<file path="src/rtl/vga_pkg.sv">
// Shared VGA-path definitions: raster limits, colour type,
// scale encodings and the overlay configuration bundle.
package vga_pkg;

  localparam int H_ACTIVE = 640;
  localparam int V_ACTIVE = 480;
  localparam int RGB_W    = 3;
  localparam int LATENCY  = 2;

  typedef logic [RGB_W-1:0] rgb_t;
  typedef logic [1:0]       scale_t;

  localparam scale_t SCALE_1X = 2'd0;
  localparam scale_t SCALE_2X = 2'd1;
  localparam scale_t SCALE_4X = 2'd2;

  typedef struct packed {
    logic [9:0] x;
    logic [9:0] y;
    scale_t     scale;
    rgb_t       color;
  } ovl_cfg_t;

  // Encoding 3 is reserved and renders as 4x.
  function automatic scale_t scale_shift(scale_t s);
    return (s > SCALE_4X) ? SCALE_4X : s;
  endfunction

endpackage

</file>
<file path="src/rtl/text_overlay_if.sv">
// Pixel, configuration, ROM and output signals of the
// text overlay; slave is the overlay, master its parent.
interface text_overlay_if
  import vga_pkg::*;
#(
  parameter int WIDTH  = 216,
  parameter int ADDR_W = 6
);
  logic [9:0]        HCount;
  logic [9:0]        VCount;
  logic [9:0]        pos_x;
  logic [9:0]        pos_y;
  scale_t            scale;
  rgb_t              color;
  logic              cfg_load;
  logic              blink_en;
  logic [ADDR_W-1:0] rom_addr;
  logic [WIDTH-1:0]  rom_data;
  logic              titleon;
  rgb_t              rgb;

  modport slave (
    input  HCount, VCount, pos_x, pos_y,
    input  scale, color, cfg_load, blink_en,
    input  rom_data,
    output rom_addr, titleon, rgb
  );

  modport master (
    output HCount, VCount, pos_x, pos_y,
    output scale, color, cfg_load, blink_en,
    output rom_data,
    input  rom_addr, titleon, rgb
  );
endinterface

</file>
<file path="src/rtl/text_overlay_blink_ctrl.sv">
// Frame counter and visible flag for text blinking;
// the counter only advances on frame boundaries.
module text_blink_ctrl #(
  parameter int BLINK_FRAMES = 30
) (
  input  logic clk,
  input  logic reset,
  input  logic frame_boundary,
  input  logic blink_en,
  output logic visible
);
  localparam logic [7:0] LAST = 8'(BLINK_FRAMES - 1);

  logic [7:0] cnt_q, cnt_d;
  logic       vis_q, vis_d;

  always_comb begin
    cnt_d = cnt_q;
    vis_d = vis_q;
    if (!blink_en) begin
      cnt_d = '0;
      vis_d = 1'b1;
    end else if (frame_boundary) begin
      if (cnt_q == LAST) begin
        cnt_d = '0;
        vis_d = ~vis_q;
      end else begin
        cnt_d = cnt_q + 8'd1;
      end
    end
  end

  always_ff @(posedge clk or posedge reset) begin
    if (reset) begin
      cnt_q <= '0;
      vis_q <= 1'b1;
    end else begin
      cnt_q <= cnt_d;
      vis_q <= vis_d;
    end
  end

  assign visible = vis_q;
endmodule

</file>
<file path="src/rtl/text_overlay.sv">
// Two-stage bitmap text overlay: stage 1 addresses the ROM,
// stage 2 picks the pixel bit and colour.
module text_overlay
  import vga_pkg::*;
#(
  parameter int         WIDTH        = 216,
  parameter int         HEIGHT       = 36,
  parameter int         ADDR_W       = 6,
  parameter logic [9:0] X0           = 10'd225,
  parameter logic [9:0] Y0           = 10'd5,
  parameter rgb_t       COLOR0       = 3'b001,
  parameter int         BLINK_FRAMES = 30
) (
  input logic           clk,
  input logic           reset,
  text_overlay_if.slave ov
);
  localparam int COL_W = $clog2(WIDTH);
  localparam ovl_cfg_t CFG0 = '{
    x: X0, y: Y0, scale: SCALE_1X, color: COLOR0
  };

  ovl_cfg_t act_q, act_d, shd_q, shd_d;
  ovl_cfg_t cfg_in, eff;
  logic     boundary, visible, hit;
  scale_t   sh;
  logic [10:0] right, bottom;
  logic [9:0]  dx, dy;

  logic [ADDR_W-1:0] rom_addr_q, rom_addr_d;
  logic [COL_W-1:0]  col_q, col_d;
  logic              hit_q, hit_d;
  rgb_t              clr_q, clr_d;
  logic              titleon_q, titleon_d;
  rgb_t              rgb_q, rgb_d;

  assign boundary = (ov.HCount == 10'd0)
                  && (ov.VCount == 10'd0);
  assign cfg_in = '{
    x: ov.pos_x, y: ov.pos_y,
    scale: ov.scale, color: ov.color
  };

  // The boundary pixel already sees the new frame's config.
  always_comb begin
    shd_d = ov.cfg_load ? cfg_in : shd_q;
    eff   = act_q;
    if (boundary) begin
      eff = ov.cfg_load ? cfg_in : shd_q;
    end
    act_d = eff;
  end

  always_comb begin
    sh     = scale_shift(eff.scale);
    right  = {1'b0, eff.x} + (11'(WIDTH) << sh) - 11'd1;
    bottom = {1'b0, eff.y} + (11'(HEIGHT) << sh) - 11'd1;
    hit    = (ov.HCount >= eff.x)
          && ({1'b0, ov.HCount} <= right)
          && (ov.VCount >= eff.y)
          && ({1'b0, ov.VCount} <= bottom);
    dx     = ov.HCount - eff.x;
    dy     = ov.VCount - eff.y;
    hit_d      = hit;
    clr_d      = eff.color;
    col_d      = hit ? COL_W'(dx >> sh) : '0;
    rom_addr_d = hit ? ADDR_W'(dy >> sh) : '0;
  end

  always_comb begin
    titleon_d = hit_q & ov.rom_data[col_q] & visible;
    rgb_d     = titleon_d ? clr_q : '0;
  end

  always_ff @(posedge clk or posedge reset) begin
    if (reset) begin
      act_q      <= CFG0;
      shd_q      <= CFG0;
      rom_addr_q <= '0;
      col_q      <= '0;
      hit_q      <= 1'b0;
      clr_q      <= '0;
      titleon_q  <= 1'b0;
      rgb_q      <= '0;
    end else begin
      act_q      <= act_d;
      shd_q      <= shd_d;
      rom_addr_q <= rom_addr_d;
      col_q      <= col_d;
      hit_q      <= hit_d;
      clr_q      <= clr_d;
      titleon_q  <= titleon_d;
      rgb_q      <= rgb_d;
    end
  end

  text_blink_ctrl #(
    .BLINK_FRAMES(BLINK_FRAMES)
  ) u_blink (
    .clk           (clk),
    .reset         (reset),
    .frame_boundary(boundary),
    .blink_en      (ov.blink_en),
    .visible       (visible)
  );

  assign ov.rom_addr = rom_addr_q;
  assign ov.titleon  = titleon_q;
  assign ov.rgb      = rgb_q;
endmodule

</file>
<file path="src/flat_wrapper.sv">
// flat-port wrapper written by rule: the top's interface ports become plain ports
module text_overlay_flat import vga_pkg::*;
#(
  parameter int         WIDTH        = 216,
  parameter int         HEIGHT       = 36,
  parameter int         ADDR_W       = 6,
  parameter logic [9:0] X0           = 10'd225,
  parameter logic [9:0] Y0           = 10'd5,
  parameter rgb_t       COLOR0       = 3'b001,
  parameter int         BLINK_FRAMES = 30
)
  (clk, reset, ov_HCount, ov_VCount, ov_pos_x, ov_pos_y, ov_scale, ov_color, ov_cfg_load, ov_blink_en, ov_rom_data, ov_rom_addr, ov_titleon, ov_rgb);
  text_overlay_if #(.WIDTH(WIDTH), .ADDR_W(ADDR_W)) ov_i ();
  input logic clk;
  input logic reset;
  input wire logic [$bits(ov_i.HCount)-1:0] ov_HCount;
  input wire logic [$bits(ov_i.VCount)-1:0] ov_VCount;
  input wire logic [$bits(ov_i.pos_x)-1:0] ov_pos_x;
  input wire logic [$bits(ov_i.pos_y)-1:0] ov_pos_y;
  input wire logic [$bits(ov_i.scale)-1:0] ov_scale;
  input wire logic [$bits(ov_i.color)-1:0] ov_color;
  input wire logic [$bits(ov_i.cfg_load)-1:0] ov_cfg_load;
  input wire logic [$bits(ov_i.blink_en)-1:0] ov_blink_en;
  input wire logic [$bits(ov_i.rom_data)-1:0] ov_rom_data;
  output wire logic [$bits(ov_i.rom_addr)-1:0] ov_rom_addr;
  output wire logic [$bits(ov_i.titleon)-1:0] ov_titleon;
  output wire logic [$bits(ov_i.rgb)-1:0] ov_rgb;
  assign ov_i.HCount = ov_HCount;
  assign ov_i.VCount = ov_VCount;
  assign ov_i.pos_x = ov_pos_x;
  assign ov_i.pos_y = ov_pos_y;
  assign ov_i.scale = ov_scale;
  assign ov_i.color = ov_color;
  assign ov_i.cfg_load = ov_cfg_load;
  assign ov_i.blink_en = ov_blink_en;
  assign ov_i.rom_data = ov_rom_data;
  assign ov_rom_addr = ov_i.rom_addr;
  assign ov_titleon = ov_i.titleon;
  assign ov_rgb = ov_i.rgb;
  text_overlay #(.WIDTH(WIDTH), .HEIGHT(HEIGHT), .ADDR_W(ADDR_W), .X0(X0), .Y0(Y0), .COLOR0(COLOR0), .BLINK_FRAMES(BLINK_FRAMES)) u_core (.clk(clk), .reset(reset), .ov(ov_i));
endmodule
</file>
<file path="config.mk">
export PLATFORM = sky130hd
export DESIGN_NAME = text_overlay_flat
export DESIGN_NICKNAME = d
export VERILOG_FILES = /design/src/rtl/vga_pkg.sv /design/src/rtl/text_overlay_if.sv /design/src/rtl/text_overlay_blink_ctrl.sv /design/src/rtl/text_overlay.sv /design/src/flat_wrapper.sv
export SDC_FILE = /design/constraint.sdc
export NUM_CORES = 1
export LEC_CHECK = 0
export BUFFER_PORTS_ARGS = -buffer_cell sky130_fd_sc_hd__buf_4
export CAP_MARGIN = 20
export CORE_ASPECT_RATIO = 1.2
export CORE_MARGIN = 2
export CORE_UTILIZATION = 45
export CTS_CLUSTER_SIZE = 40
export DETAILED_ROUTE_END_ITERATION = 10
export MAX_ROUTING_LAYER = met4
export PLACE_DENSITY = 0.7
export SLEW_MARGIN = 20
export SYNTH_ARGS = -nofsm -noshare
export SYNTH_HDL_FRONTEND = slang
export SYNTH_SLANG_ARGS = --single-unit
</file>
<file path="constraint.sdc">
create_clock -name clk -period 13.3 [get_ports clk]
set_input_delay 0 -clock clk [delete_from_list [all_inputs] [get_ports clk]]
set_output_delay 0 -clock clk [all_outputs]
set_load 0.02 [all_outputs]
</file>
# After elaboration in Yosys (flattened, before gate mapping)
# Cells that the tools add are included.
# word_totals
regBits	81
out_inout_bits	10
# classes
add_sub_neg	7
n_lt_le_gt_ge	6
eq_ne	3
shifts	4
mux	14
n_bitwise	3
n_reduce_logical	7
# op_table
operator	count
$mux 25	2
$mux 8	4
$add 10x11->11	2
$le 10x11->1	2
$sub 11x1->11 const B	2
$ge 10x10->1	2
$logic_not 10->1	2
$sub 10x10->10	2
$shl 6x2->11 const A	1
$shl 8x2->11 const A	1
$shr 10x2->6	1
$shr 10x2->8	1
$lt 8x9->1 const B	1
$add 8x1->8 const B	1
$bmux 1 s8	1
$eq 8x5->1 const B	1
$mux 6	1
$logic_and 1x1->1	4
$mux 1	4
$ne 2x1->1 const B	2
$mux 3	1
$and 1x1->1	2
$gt 2x2->1 const B	1
$mux 2	1
2 further kinds	2

# Depth between registers and ports, before layout
# depth
word_depth	13
depth_mapped	24

# Cells and area by module
# A second synthesis with hierarchy kept.
# unflattened
hier_cells	727
hier_area_um2	7435.9
# modules_own_cells
mod	instances	cells_each	area_each_um2
text_overlay	1	671	6916.6
text_blink_ctrl	1	56	519.2

# Worst setup path after synthesis
# Ideal clock, no wire load.
# synth_path
kind	input to register
startpoint	in ov_VCount[4]
endpoint	reg u_core.col_q[3]
setup_ns	0.094
t_arrival_ns	4.804
path_slack_ns	8.402
path_stages	22
cell_sequence	nor4_1 > nand3_1 > nor2_4 > mux2i_1 > clkbuf_1 > nand2_1 > ha_1 > inv_1 > fa_1 > a21o_1 > a21oi_1 > o21bai_1 > a21oi_1 > xor2_1 > ha_1 > a21o_1 > a21o_1 > a221o_1 > nand4b_1 > o2111ai_1 > buf_2 > a211oi_1
# synth_via
elab_chain_cells	13
# synth_rtl
item	line_no	rtl
start, declared	flat_wrapper.sv:17	input wire logic [$bits(ov_i.VCount)-1:0] ov_VCount;
$logic_not 10->1	text_overlay.sv:38	&& (ov.VCount == 10'd0);
$logic_and 1x1->1	text_overlay.sv:38	
$mux 25	text_overlay.sv:48	if (boundary) begin
$gt 2x2->1	vga_pkg.sv:26	return (s > SCALE_4X) ? SCALE_4X : s;
$mux 2	vga_pkg.sv:26	
$shl 8x2->11	text_overlay.sv:56	right = {1'b0, eff.x} + (11'(WIDTH) << sh) - 11'd1;
$add 10x11->11	text_overlay.sv:56	
$sub 11x1->11	text_overlay.sv:56	
$le 10x11->1	text_overlay.sv:59	&& ({1'b0, ov.HCount} <= right)
$logic_and 1x1->1	text_overlay.sv:59	
$logic_and 1x1->1	text_overlay.sv:60	&& (ov.VCount >= eff.y)
$logic_and 1x1->1	text_overlay.sv:61	&& ({1'b0, ov.VCount} <= bottom);
$mux 8 (*)	text_overlay.sv:66	col_d = hit ? COL_W'(dx >> sh) : '0;
named net u_core.col_d[3]	text_overlay.sv:31	logic [COL_W-1:0] col_q, col_d;
end signal, assigned	text_overlay.sv:89	col_q <= col_d;
end, declared	text_overlay.sv:31	
# The timed path passes the listed nets; every way through them passes the cells marked *.
# A chain may end at the register's enable or synchronous reset.

# Final worst setup path
# layout_path
startpoint	in ov_VCount[4]
endpoint	reg u_core.col_q[5]
# Same word-level chain as after synthesis.

==> results.md <==
- IO buf count: 274
- Worst Clk Skew: 4.60 ps
- Mapped Area: 7450 um^2
- Fillers: 1397
- Overflow after GRT: 0
- Post-synthesis mux area share: 24.1%
- RSZ-0062 raised after global routing: false
- Simple logic cell fraction of the synthesized area: 13.0%
- Post-DP HPWL: 18600 um
- WL/cell: 19.0 um
- Compound-Gate Fraction of Synth Area: 12.9%
- Synth Area in XOR/XNOR: 3.41%
- TNS Setup: 0 ps
- Critical path type: in -> reg
- Vias: 6998
- Combinational power share: 27.3%
- Ys Warns: 0
- CTS buffer count: 9
- Reg clk slew, reported paths: 60 ps
- Switching part of the total: 26.2%
- Pleak: 4.86 nW
- First-pass DRT Iterations: 5
- Final Cycle Share: 40.4%
- Vias in the first global route: 7243
- Crit path depth: 22
- Synth async-reset ratio: 100%
- Crit. End Element: flip-flop
- CTS Buffer Depth: 2
- Setup violators final: 0
- Clk pwr share: 34.8%
- Sequential power share: 37.9%
- Post-synth top area share: 21.5%
- Critical Path, Cell by Cell: buf_4 -> nor4_1 -> nand3_1 -> nor2_4 -> mux2i_2 -> inv_2 -> nand2_1 -> ha_1 -> inv_1 -> ha_1 -> a21o_1 -> a21oi_1 -> o21bai_1 -> a21oi_1 -> xor2_1 -> ha_1 -> a21o_1 -> a21o_1 -> a221o_1 -> nand4b_1 -> o2111ai_2 -> nor3_1
- Largest cells by area after synthesis: dfrtp_1, mux4_2, ha_1
- Final hold violations: 0
- Pre-CTS setup slack: 7670 ps
- Die Y: 145 um
- Status: completed
- Int Pwr: 0.512 mW
- Leading area contributor after synthesis: dfrtp_1
- Top_reg_cell synth: dfrtp_1
- First-pass GRT wire length: 36700 um
- Initial antenna violation count: 2
- I/O pins: 275
- Largest family of logic cells by synthesized area: multiplexers
- Synthesis-stage register bit count: 79
- Top-count cell post-synth: ha_1
- Worst path max stage delay: 860 ps
- Crit start category: input port
- Synth Instances: 739
- Top delay family on crit path: compound AO/OA/AOI/OAI gates
- Hold depth: 2
- Antenna-violating nets left: 0
- Crit Path Max Fanout: 17
- Largest net degree at the start of global routing: 80
- Syn nets: 1084
- Fin nets: 1371
- WL final: 23600 um
- Share of cells above drive strength 1: 38.5%
- Worst hold path class: in -> reg
- Post-synth EDFFs: 0
- Critical Path RT: 13530 ps
- Max-cap violations: 0
- Relative slew slack: 31.5%
- Most frequent cells after synthesis: ha_1, inv_1, dfrtp_1, nand2_1, mux4_2
- FF-to-FF path depth: 19
- Pins over their slew limit: 0
- Routability Congestion: 0.983
- Library cells used by synthesis: 67
- Mapped Avg Cell Area: 10.1 um^2
- Tightest Pin Transition: 1010 ps
- VDD IR max: 57.1 uV
- CTS root buf: clkbuf_16
- Critical Path AT: 5610 ps
- Total track usage: 27.4%
- Residual DRC: 0
- Seq/Total Area, Yosys: 26.8%
- Area growth syn-to-layout: 37.5%
- CP max-delay cell: mux2i_2
- H-tree depth: 3
- Buf/Inv on CP: 3
- Die X: 121 um
- Tmin final: 5380 ps
- Final setup margin: 7920 ps
- Initial drt markers: 425
- Core area: 16200 um^2
- Fmax: 0.186 GHz
- Via-per-instance ratio: 5.62
- Clock sinks: 79
- Starting density of the core: 45.9%
- Row count: 51
- CTS tree: yes
- Die area: 17600 um^2
- Net Sw Power: 0.181 mW
- Clk Latency, worst-skew pair: 330 ps
- Power Total: 0.693 mW
- Post-Synth Adder-Cell Area: 13.8%
- Pwr dens: 67.7 nW/um^2
==> metrics by stage <==
step	area (um^2)	instances	utilization, %	hold WS, ps
6_report	10200	1245	63.2	213
4_1_cts	10200	1241	62.9	25.0
2_1_floorplan	7450	739	-	39.3
3_5_place_dp	9650	1199	59.5	190
5_1_grt	10200	1245	63.2	230
3_3_place_gp	9640	1199	59.5	185
==> timing repair <==
item                                   in CTS  in global routing
endpoints found under the hold margin      29                 16
hold buffers                               26                  1
resized for setup                           0                  0
buffers inserted                            0                  0
==> power by group through the flow <==
| stage | sequential (mW) | clock, mW | combinational, mW |
|---|---|---|---|
| floorplan | 0.261 | 0 | 0.0994 |
| global route | 0.265 | 0.256 | 0.205 |
| CTS | 0.263 | 0.245 | 0.189 |
| finish | 0.263 | 0.241 | 0.189 |
| global placement | 0.267 | 0 | 0.180 |
| detailed placement | 0.268 | 0 | 0.181 |
==> worst paths after layout <==
check / start / endpoint / slack (ps)
max in group asynchronous: reset / u_core.shd_q[7] / 12400
hold / removal: ov_cfg_load / u_core.shd_q[5] / 210
hold reg to reg: u_core.clr_q[0] / u_core.ov.rgb[0] / 470
setup / recovery: ov_VCount[4] / u_core.col_q[5] / 7920
setup reg to reg: u_core.shd_q[3] / u_core.col_q[5] / 8040
min in group asynchronous: reset / u_core.shd_q[18] / 270
==> flip-flops by register name, summed over array words and instances, names as in the netlist <==
register                count
u_core.act_q               25
u_core.clr_q                1
u_core.col_q                8
u_core.hit_q                1
u_core.ov.rgb               3
u_core.ov.rom_addr          6
u_core.ov.titleon           1
u_core.shd_q               25
u_core.u_blink.cnt_q        8
u_core.u_blink.visible      1
==> logic make-up after synthesis <==
group,after synthesis
adder cells (fa/ha/maj),80
multiplexers,115
flip-flops,79
AO/OA/AOI/OAI,136
other,1
XOR/XNOR,29
buffers and inverters,105
AND/OR/NAND/NOR,194
==> final cells by class <==
type	count	area, um^2	share of cell area, %
diodes	2	5.00	0.0489
clock buffers	12	236	2.31
clock inverters	4	47.5	0.464
inverters	74	278	2.71
multi-input cells	555	5010	49.0
flip-flops and latches	79	2000	19.5
well taps	212	265	2.59
repair buffers	307	2390	23.4
==> cell usage in the layout (no fill, tap or decap), types with 4 or more instances in the layout <==
| cell | count |
|---|---|
| o31ai_1 | 4 |
| or3_1 | 7 |
| a311oi_1 | 4 |
| buf_4 | 279 |
| dfrtp_1 | 62 |
| a21oi_1 | 23 |
| inv_1 | 72 |
| nor4_1 | 5 |
| mux2_2 | 29 |
| nor2_1 | 41 |
| nand4_1 | 9 |
| xnor2_1 | 11 |
| dlygate4sd3_1 | 27 |
| dfstp_2 | 15 |
| o21ai_0 | 19 |
| mux2i_1 | 37 |
| clkbuf_16 | 9 |
| nand3_1 | 26 |
| nor3_1 | 16 |
| nand2b_1 | 6 |
| o21a_1 | 4 |
| nand2_1 | 49 |
| a41oi_1 | 4 |
| a21o_1 | 21 |
| mux4_2 | 48 |
| a22oi_1 | 9 |
| fa_1 | 4 |
| o211ai_1 | 7 |
| nor2b_1 | 15 |
| xor2_1 | 18 |
| ha_1 | 76 |
| a211oi_1 | 14 |
==> per-layer routing <==
metal / track usage, % / up-vias / routed length [um]
li1: - / 3320 / -
met1: 28.5 / 3353 / 8500
met2: 47.9 / 252 / 12200
met3: 5.54 / 73 / 1700
met4: 14.7 / 0 / 1210
met5: - / - / 0
Power figures use the tool's default switching activity.
